[src/rtl/csr_excp_unit.sv]
// Commit-side exception/ERTN sink: architectural CSRs, interrupt pending,
// stable timer and the registered fetch redirect.
module csr_excp_unit (
  input  logic        clk,
  input  logic        rst,
  input  logic        excp_flush,
  input  logic        ertn_flush,
  input  logic [31:0] csr_era,
  input  logic [5:0]  csr_ecode,
  input  logic [8:0]  csr_esubcode,
  input  logic        va_error,
  input  logic [31:0] bad_va,
  input  logic        excp_tlbrefill,
  input  logic        excp_tlb,
  input  logic [18:0] excp_tlb_vppn,
  input  logic        csr_we,
  input  logic [13:0] csr_waddr,
  input  logic [31:0] csr_wdata,
  input  logic [13:0] csr_raddr,
  output logic [31:0] csr_rdata,
  input  logic [7:0]  hw_int,
  output logic        has_int,
  output logic        redirect_valid,
  output logic [31:0] redirect_pc,
  output logic [1:0]  crmd_plv,
  output logic        crmd_da,
  output logic        crmd_pg
);

  localparam logic [13:0] A_CRMD   = 14'h0;
  localparam logic [13:0] A_PRMD   = 14'h1;
  localparam logic [13:0] A_ECFG   = 14'h4;
  localparam logic [13:0] A_ESTAT  = 14'h5;
  localparam logic [13:0] A_ERA    = 14'h6;
  localparam logic [13:0] A_BADV   = 14'h7;
  localparam logic [13:0] A_EENTRY = 14'hC;
  localparam logic [13:0] A_TLBEHI = 14'h11;
  localparam logic [13:0] A_TCFG   = 14'h41;
  localparam logic [13:0] A_TVAL   = 14'h42;
  localparam logic [13:0] A_TICLR  = 14'h44;
  localparam logic [13:0] A_TLBREN = 14'h88;

  logic [1:0]  plv;
  logic        ie;
  logic        da;
  logic        pg;
  logic [1:0]  pplv;
  logic        pie;
  logic [12:0] lie;
  logic [8:0]  esubcode;
  logic [5:0]  ecode;
  logic [12:0] is_r;
  logic [31:0] era;
  logic [31:0] badv;
  logic [25:0] eentry;
  logic [25:0] tlbrentry;
  logic [18:0] vppn;
  logic [31:0] tcfg;
  logic [31:0] tval;

  logic        we;
  logic        tcfg_wr;
  logic        ticlr_clr;
  logic        timer_fire;

  // Software writes lose to any commit event in the same cycle
  assign we         = csr_we & ~excp_flush & ~ertn_flush;
  assign tcfg_wr    = we & (csr_waddr == A_TCFG);
  assign ticlr_clr  = we & (csr_waddr == A_TICLR) & csr_wdata[0];
  assign timer_fire = tcfg[0] & (tval == 32'd1) & ~tcfg_wr;

  always_ff @(posedge clk) begin
    if (rst) begin
      plv            <= '0;
      ie             <= 1'b0;
      da             <= 1'b1;
      pg             <= 1'b0;
      pplv           <= '0;
      pie            <= 1'b0;
      lie            <= '0;
      esubcode       <= '0;
      ecode          <= '0;
      is_r           <= '0;
      era            <= '0;
      badv           <= '0;
      eentry         <= '0;
      tlbrentry      <= '0;
      vppn           <= '0;
      tcfg           <= '0;
      tval           <= '0;
      redirect_valid <= 1'b0;
      redirect_pc    <= '0;
    end else begin
      is_r[9:2]      <= hw_int;
      redirect_valid <= excp_flush | ertn_flush;

      if (tcfg_wr)
        tval <= {csr_wdata[31:2], 2'b00};
      else if (tcfg[0]) begin
        if (tval != 32'd0)
          tval <= tval - 32'd1;
        else if (tcfg[1])
          tval <= {tcfg[31:2], 2'b00};
      end

      // A fire in the same cycle as a clear keeps the interrupt pending
      if (timer_fire)
        is_r[11] <= 1'b1;
      else if (ticlr_clr)
        is_r[11] <= 1'b0;

      if (excp_flush) begin
        pplv     <= plv;
        pie      <= ie;
        plv      <= '0;
        ie       <= 1'b0;
        era      <= csr_era;
        ecode    <= csr_ecode;
        esubcode <= csr_esubcode;
        if (va_error)
          badv <= bad_va;
        if (excp_tlb)
          vppn <= excp_tlb_vppn;
        if (excp_tlbrefill) begin
          da <= 1'b1;
          pg <= 1'b0;
        end
        redirect_pc <= excp_tlbrefill ? {tlbrentry, 6'b0}
                                      : {eentry, 6'b0};
      end else if (ertn_flush) begin
        plv <= pplv;
        ie  <= pie;
        if (ecode == 6'h3F) begin
          da <= 1'b0;
          pg <= 1'b1;
        end
        redirect_pc <= era;
      end else if (we) begin
        case (csr_waddr)
          A_CRMD: begin
            pg  <= csr_wdata[4];
            da  <= csr_wdata[3];
            ie  <= csr_wdata[2];
            plv <= csr_wdata[1:0];
          end
          A_PRMD: begin
            pie  <= csr_wdata[2];
            pplv <= csr_wdata[1:0];
          end
          A_ECFG:   lie       <= csr_wdata[12:0] & 13'h1BFF;
          A_ESTAT:  is_r[1:0] <= csr_wdata[1:0];
          A_ERA:    era       <= csr_wdata;
          A_BADV:   badv      <= csr_wdata;
          A_EENTRY: eentry    <= csr_wdata[31:6];
          A_TLBEHI: vppn      <= csr_wdata[31:13];
          A_TCFG:   tcfg      <= csr_wdata;
          A_TLBREN: tlbrentry <= csr_wdata[31:6];
          default: ;
        endcase
      end
    end
  end

  always_comb begin
    csr_rdata = '0;
    case (csr_raddr)
      A_CRMD:   csr_rdata = {27'b0, pg, da, ie, plv};
      A_PRMD:   csr_rdata = {29'b0, pie, pplv};
      A_ECFG:   csr_rdata = {19'b0, lie};
      A_ESTAT:  csr_rdata = {1'b0, esubcode, ecode, 3'b0, is_r};
      A_ERA:    csr_rdata = era;
      A_BADV:   csr_rdata = badv;
      A_EENTRY: csr_rdata = {eentry, 6'b0};
      A_TLBEHI: csr_rdata = {vppn, 13'b0};
      A_TCFG:   csr_rdata = tcfg;
      A_TVAL:   csr_rdata = tval;
      A_TLBREN: csr_rdata = {tlbrentry, 6'b0};
      default:  csr_rdata = '0;
    endcase
  end

  assign has_int  = ie & (|(is_r & lie));
  assign crmd_plv = plv;
  assign crmd_da  = da;
  assign crmd_pg  = pg;

endmodule

[config.mk]
export PLATFORM = sky130hd
export DESIGN_NAME = csr_excp_unit
export DESIGN_NICKNAME = d
export VERILOG_FILES = /design/src/rtl/csr_excp_unit.sv
export SDC_FILE = /design/constraint.sdc
export NUM_CORES = 1
export LEC_CHECK = 0
export BUFFER_PORTS_ARGS = -buffer_cell sky130_fd_sc_hd__buf_2
export CELL_PAD_IN_SITES_DETAIL_PLACEMENT = 1
export CELL_PAD_IN_SITES_GLOBAL_PLACEMENT = 1
export CORE_ASPECT_RATIO = 0.8
export CORE_MARGIN = 2
export CORE_UTILIZATION = 38
export CTS_CLUSTER_SIZE = 20
export DETAILED_ROUTE_END_ITERATION = 10
export PLACE_DENSITY = 0.82
export REMOVE_ABC_BUFFERS = 1
export SLEW_MARGIN = 20
export SYNTH_ARGS = -nofsm -noshare
export SYNTH_HDL_FRONTEND = slang
export SYNTH_SLANG_ARGS = --single-unit
[constraint.sdc]
create_clock -name clk -period 4.05 [get_ports clk]
set_input_delay 1.215 -clock clk [delete_from_list [all_inputs] [get_ports clk]]
set_output_delay 1.215 -clock clk [all_outputs]
set_load 0.005 [all_outputs]
==> run_results.csv <==
group,metric,value,unit
logic_synthesis,synth_edf_count,0,
worst_setup_path,cp-start-kind,"primary input",
worst_setup_path,end_kind,"primary output",
logic_synthesis,yosysMostFrequentCell,"dfxtp_1",
logic_synthesis,syn_inst,1663,
placed_design,gp_congestion,0.922,
cells_and_area,layout.nets,2055,
cts,clock_sinks,278,
floorplanning,design.die.area,38300,um^2
placed_design,dp_hpwl,38000,um
timing,hold_viol,0,
cells_and_area,layout.cells.non_filler,2381,
routing,first_pass_iters,6,
logic_synthesis,post-synth-top-area-cell,"dfxtp_1",
timing,whs,466,ps
timing,setup_viol,32,
routing,dr_total_vias,14261,
cells_and_area,multi_input_area,7990,um^2
pwr,vdd_drop_max,0.000300,V
cells_and_area,final_util,48.0,%
timing,fin_ws,-194,ps
cts,cts_root_buffer,"clkbuf_16",
logic_synthesis,synth_area_leaders,"dfxtp_1, mux2i_1, nand2_1, a211oi_1, a21oi_1",
routing,wl_per_cell,23.5,um
floorplanning,pin_count,244,
cts,cts_tree,"yes",
grt,grt_max_degree,146,
timing,rsz0062_at_grt,"yes",
cts,htree_levels,1,
floorplanning,initial_utilization,38.7,%
routing,viasPerCell,5.99,
cells_and_area,synthToLayoutAreaGrowth,24.1,%
floorplanning,die_y,175,um
cells_and_area,nFillCells,4262,
grt,grt_pass1_vias,14431,
worst_setup_path,r2r_start,"tval[24]",
logic_synthesis,yosysWarnings,0,
hold_path,hold_start,"lie[12]",
flow_run,drv_cap,0,
routing,ant_nets,0,
worst_setup_path,cp-startpoint,"csr_raddr[0]",
pwr,leakage,7.05,nW
cts,clock_latency,580,ps
logic_synthesis,ys_seq_area_share,39.9,%
placed_design,dpl_cell_area,15900,um^2
grt,grt_pass1_wl,84600,um
timing,slew_headroom,33.2,%
timing,tns,-3830,ps
floorplanning,core.rowCount,62,
outcome,status,"finished with violations",
logic_synthesis,async_reset_ff_share,0,%
pwr,p_total,6.28,mW
logic_synthesis,syn_area_per_cell,8.39,um^2
logic_synthesis,synth_top_area_share,39.9,%
worst_setup_path,cp_max_fo,8,
logic_synthesis,yosys_most_used_dff,"dfxtp_1",
worst_setup_path,path_class,"in -> out",
timing,final.min_clock_period,4240,ps
hold_path,hold_class,"reg -> reg",
grt,grt_use_total,28.0,%
placed_design,portBuffers,243,
outcome,violations,"setup timing",
cells_and_area,postLayoutCellArea,17300,um^2
cts,clk_pin_slew,60,ps
cells_and_area,drive_gt1_share,24.9,%
floorplanning,core_area,36100,um^2
cells_and_area,seqCellArea,5570,um^2
placed_design,placed_cells,2318,
cts,cts_buffers,30,
routing,drt_iter0_markers,1318,
logic_synthesis,netlist-cell-type-count,62,
floorplanning,dieWidth,218,um
grt,grt_overflow,0,
routing,drt_wl_total,56000,um
grt,grt_antenna_before_repair,4,
timing,tightest_slew,1000,ps
placed_design,dp_slack,-175,ps
timing,drv_slew,0,
timing,clock.fmax,236,MHz
logic_synthesis,synth_common_cells,"dfxtp_1, nand2_1, nor2_1",
timing,fin_crit_sh,105,%
logic_synthesis,ys_ff_latch,278,
cts,cts_buffer_depth,3,
logic_synthesis,syn-cell-area,14000,um^2
worst_setup_path,critPathArrivalTime,3030,ps
worst_setup_path,cp.required,2830,ps
timing,skew,10.1,ps
pwr,p_per_area,363,nW/um^2
routing,drc,0,
-- metal layers --
layer  global-route usage [%]  vias to the layer above  share of wire, %
met3                     5.23                      120               7.1
met5                        0                        -                 0
met1                     37.9                     7116                44
met4                     7.77                        0               2.8
met2                     45.8                      542                46
li1                         -                     6483                 -
-- cell type report --
type	instances	share of cell area (%)
tap	480	3.47
multi-input combinational	1240	46.2
clock buffer	43	4.91
inverter	6	0.130
timing repair buffer	323	12.4
sequential	278	32.2
antenna	3	0.0434
clock inverter	8	0.759
-- layout by cell type (no fill, tap or decap), types with 7 or more instances in the layout --
cell type and count:
nand4_1 8, buf_4 54, clkbuf_16 33, nand3_1 18, o21ai_0 38, dfxtp_1 278
a222oi_1 39, nor4_1 13, a22o_1 21, a211oi_1 120, buf_2 234, nor2b_1 59
a22oi_1 19, mux2_2 54, buf_6 12, nor3_1 20, a22oi_2 7, a21oi_1 147
buf_12 13, nand2_1 262, xnor2_1 8, nor2_1 156, or4_1 10, mux2i_1 114
o211ai_1 19, clkbuf_1 8, xor2_1 9
-- registers in the layout (all words and copies together), names as in the netlist --
signal / flops
ie: 1
eentry: 26
crmd_pg: 1
lie: 12
tcfg: 32
pplv: 2
crmd_da: 1
crmd_plv: 2
badv: 32
tval: 32
tlbrentry: 26
vppn: 19
redirect_pc: 32
pie: 1
is_r: 11
era: 32
esubcode: 9
redirect_valid: 1
ecode: 6
-- cell families after synthesis --
| group | after synthesis | synth area share [%] |
|---|---|---|
| and+or+nand+nor | 605 | 19.7 |
| AOI/OAI and AO/OA | 443 | 21.6 |
| DFF | 278 | 39.9 |
| muxes | 173 | 13.3 |
| buffers and inverters | 145 | 4.22 |
| xor gates and xnor gates | 17 | 1.07 |
| adders and majority gates | 2 | 0.179 |
-- path summary, 6_finish.rpt --
path,end,slack [ps],cells past startpoint
setup reg to reg,tval[23],870,7
hold reg to reg,lie[12],470,2
hold / removal,lie[12],470,2
setup / recovery,csr_rdata[14],-190,8
-- critical path: stages --
cell      delay [ps]
buf_2            190
nor3b_1          380
nand4b_1         200
nor3b_4          340
buf_6            220
a222oi_1         120
o211ai_1         170
buf_2            190
-- where the power goes --
part	internal, mW	switching (mW)	leakage (nW)	total, mW
clock network	1.64	1.18	0.473	2.82
registers	2.82	0.0560	2.27	2.87
logic	0.247	0.338	4.31	0.585
total	4.70	1.58	7.05	6.28
-- repair_timing --
action                     in CTS  in global routing
buffers inserted                2                  3
pin swaps                      11                 26
hold buffers                    0                  0
hold endpoints to repair        0                  0
resized for setup              25                 42
setup endpoints to repair      32                 32
gates cloned                    1                  3
(Power assumes the default switching activity.)
